### config.mk
export PLATFORM = sky130hd
export DESIGN_NAME = sweep_settle_timer
export DESIGN_NICKNAME = d
export VERILOG_FILES = /design/src/rtl/sweep_settle_timer.sv
export SDC_FILE = /design/constraint.sdc
export NUM_CORES = 1
export LEC_CHECK = 0
export CORE_AREA = 5 5 42 44
export CTS_CLUSTER_DIAMETER = 60
export DETAILED_ROUTE_END_ITERATION = 8
export DIE_AREA = 0 0 47 49
export REMOVE_ABC_BUFFERS = 1
export SYNTH_ARGS = -nofsm -noshare
export SYNTH_HDL_FRONTEND = slang
export SYNTH_SLANG_ARGS = --single-unit
### constraint.sdc
create_clock -name clk -period 1.3 [get_ports clk]
set_input_delay 0.325 -clock clk [delete_from_list [all_inputs] [get_ports clk]]
set_output_delay 0.325 -clock clk [all_outputs]
set_load 0.03 [all_outputs]
### src/rtl/sweep_settle_timer.sv
// Loadable down-counter with a zero flag. The sweep sequencer loads it
// with the settle length minus one when a new stimulus goes out and lets
// it count down while waiting for the DUT outputs to settle.
module sweep_settle_timer #(
   parameter int W = 4
) (
   input  logic         clk,
   input  logic         rst_n,
   input  logic         i_load,
   input  logic [W-1:0] i_loadVal,
   input  logic         i_en,
   output logic         o_zero
);

   logic [W-1:0] r_count;

   // Load takes priority over counting; the counter parks at zero.
   always_ff @(posedge clk) begin
      if (!rst_n) begin
         r_count <= '0;
      end else if (i_load) begin
         r_count <= i_loadVal;
      end else if (i_en && (r_count != '0)) begin
         r_count <= r_count - W'(1);
      end
   end

   assign o_zero = (r_count == '0);

endmodule

==> results.md <==
- Class of the most critical setup path: register to primary output
- FF+latch area: 82.6 µm²
- Synth top cells by count: inv_1, dfxtp_1, nor2_1
- Longest Clk Path Bufs: 2
- Synth top area cells: dfxtp_1, inv_1, nand3_1
- Smallest hold slack: 540 ps
- Final setup viols: 3
- Vias in the first global route: 288
- Post-synthesis async set-or-reset flop share: 0%
- # rows: 14
- Final Critical Period: 1640 ps
- Worst Tran Pin Value: 234 ps
- Syn avg cell area: 8.27 µm²
- Overall Global Routing Usage: 6.62%
- Nets@finish: 66
- DIE HEIGHT: 49 µm
- Failing checks: negative setup slack
- Most used DFF post-synth: dfxtp_1
- Clock Sinks: 4
- Clock Skews: 6.08 ps
- Final hold vios: 0
- # fillers: 156
- Largest regs: r_count (4)
- Max Freq: 0.608 GHz
- Remaining DRCs: 0
- Share of cells above drive strength 1: 50.9%
- Core Area: 1400 µm²
- Uppermost routed layer: met4
- Post-synth top area share: 31.2%
- WL met3: 29 µm
- R2R setup slack: -290 ps
- Gate Count Post-Synth: 31
- Yosys warning count: 0
- Distinct cells, synth: 18
- Fin cells: 71
- Wire length on met2: 314 µm
- PD cells: 974 nW/µm²
- Relative max-transition margin: 84.4%
- Worst hold path type: register to register
- Max Fanout on Critical Path: 2
- DP HPWL: 518 µm
- First-pass GRT wire length: 1.11 mm
- Setup WS pre-CTS: -184 ps
- DR vias: 296
- Worst EP arrival: 1320 ps
- Crit end category: primary output
- FF-to-FF Start: r_count[0]
- Hold Startpoint: r_count[3]
- Max FFs per register: 4
- Initial Utilization: 18.3%
- Largest area contributor in the netlist: dfxtp_1
- Synthesized area: 256 µm²
- Max-Cap Viols: 0
- Clock root cell: clkbuf_4
- Die area: 2300 µm²
- Initial antenna violation count: 0
- Inserted Diodes: 0
- Area grow syn2layout: 101%
- Pleak: 0.000225 µW
- Multi-input logic area: 180 µm²
- Yosys reg bits: 4
- RSZ-0062 raised after global routing: true
- # IOs: 9
- Post-DR wirelength/cell: 8.87 µm
- Total Wirelength: 630 µm
- Final Max Tran Viols: 0
- Placed Cells: 65
- TritonCTS clock tree: yes
- Worst skew pair latency: 240 ps
- Largest net degree at the start of global routing: 8
- Gr ovfl total: 0
- Max VDD drop: 0.448 mV
- Largest Register: r_count
- Initial DRC Count: 0
- Setup ws final: -345 ps
- Number of synthesized flops with an enable pin: 0
- H-tree Lvls: 1
- Crit path launch type: register
- Status: finished, violations left
- Worst path required time: 980 ps
- Drt first pass iters: 1
- Reg clk slew, reported paths: 40 ps
- CTS Buf Count: 3
- Cell with the most instances after synthesis: inv_1
- Die X: 47 µm
- Final ANT Viol Nets: 0
- Final period util: 127%
- Drt via density: 4.17
- Port Buffers: 8
- Register area share after synthesis: 31.2%
- Critical path origin: r_count[0]
- WL met1: 263 µm
- Final GP Congestion: 0.792
[layout by cell type, fill, tap and decap left out]
master and instances:
a311oi_2 1, a311oi_1 1, dfxtp_1 2, nor4b_4 1
nand4_1 1, clkdlybuf4s50_1 7, a21oi_1 1, dfxtp_2 2
buf_6 2, or3b_4 1, o2111ai_2 1, buf_4 12
o21ai_0 1, inv_1 3, nand2_1 2, nand4b_1 1
mux2i_1 1, inv_2 2, clkbuf_4 3, ha_4 1
clkinv_4 1, nand3_1 3, o21ai_2 1, nor2_1 4
[stage by stage]
stage	power [µW]	area, µm²	setup TNS [ps]	util [%]
global placement	303	429	-676	30.6
finish	502	515	-862	36.8
CTS	505	507	-887	36.2
global route	536	515	-1050	36.8
floorplan	215	256	-384	-
detailed placement	303	429	-686	30.6
[power breakdown]
part	total, µW	internal (µW)	switching (µW)
registers	143	135	7.11
clock network	157	103	53.6
logic	202	122	80.2
[worst max-delay path: stages (launching register included)]
cell,delay [ps]
dfxtp_2,310
inv_2,70
ha_4,120
or3b_4,400
clkinv_4,60
buf_6,120
[layer usage]
metal	GRT usage (%)	vias up
li1	-	160
met5	0	-
met3	0.369	2
met1	7.47	127
met2	9.95	7
met4	6.91	0
[logic make-up (layout without fill, tap and decap cells)]
group | Yosys count | in the layout | synth area share, %
adder cells (fa/ha/maj) | 1 | 1 | 4.88
AO/OA/AOI/OAI | 6 | 6 | 20.0
flip-flops | 4 | 4 | 31.2
multiplexers | 1 | 1 | 3.90
AND/OR/NAND/NOR | 13 | 13 | 30.7
buffers and inverters | 6 | 30 | 9.27
[path summary, 6_finish.rpt]
kind           endpoint  depth (start not counted)
min          r_count[2]                          2
min reg2reg  r_count[2]                          2
max reg2reg  r_count[0]                          9
max              o_zero                          5
[layout make-up]
class | instances | share of cell area (%)
clock buffer | 3 | 4.37
timing repair buffer | 21 | 35.4
inverter | 6 | 5.34
tap | 16 | 3.88
multi-input combinational | 21 | 35.0
sequential | 4 | 16.0
[what timing repair did]
item,4_1_cts,5_1_grt
hold buffers,0,0
resized for setup,10,1
setup buffers,3,0
pin swaps,2,2
setup endpoints to repair,3,4
Power figures use the tool's default switching activity.
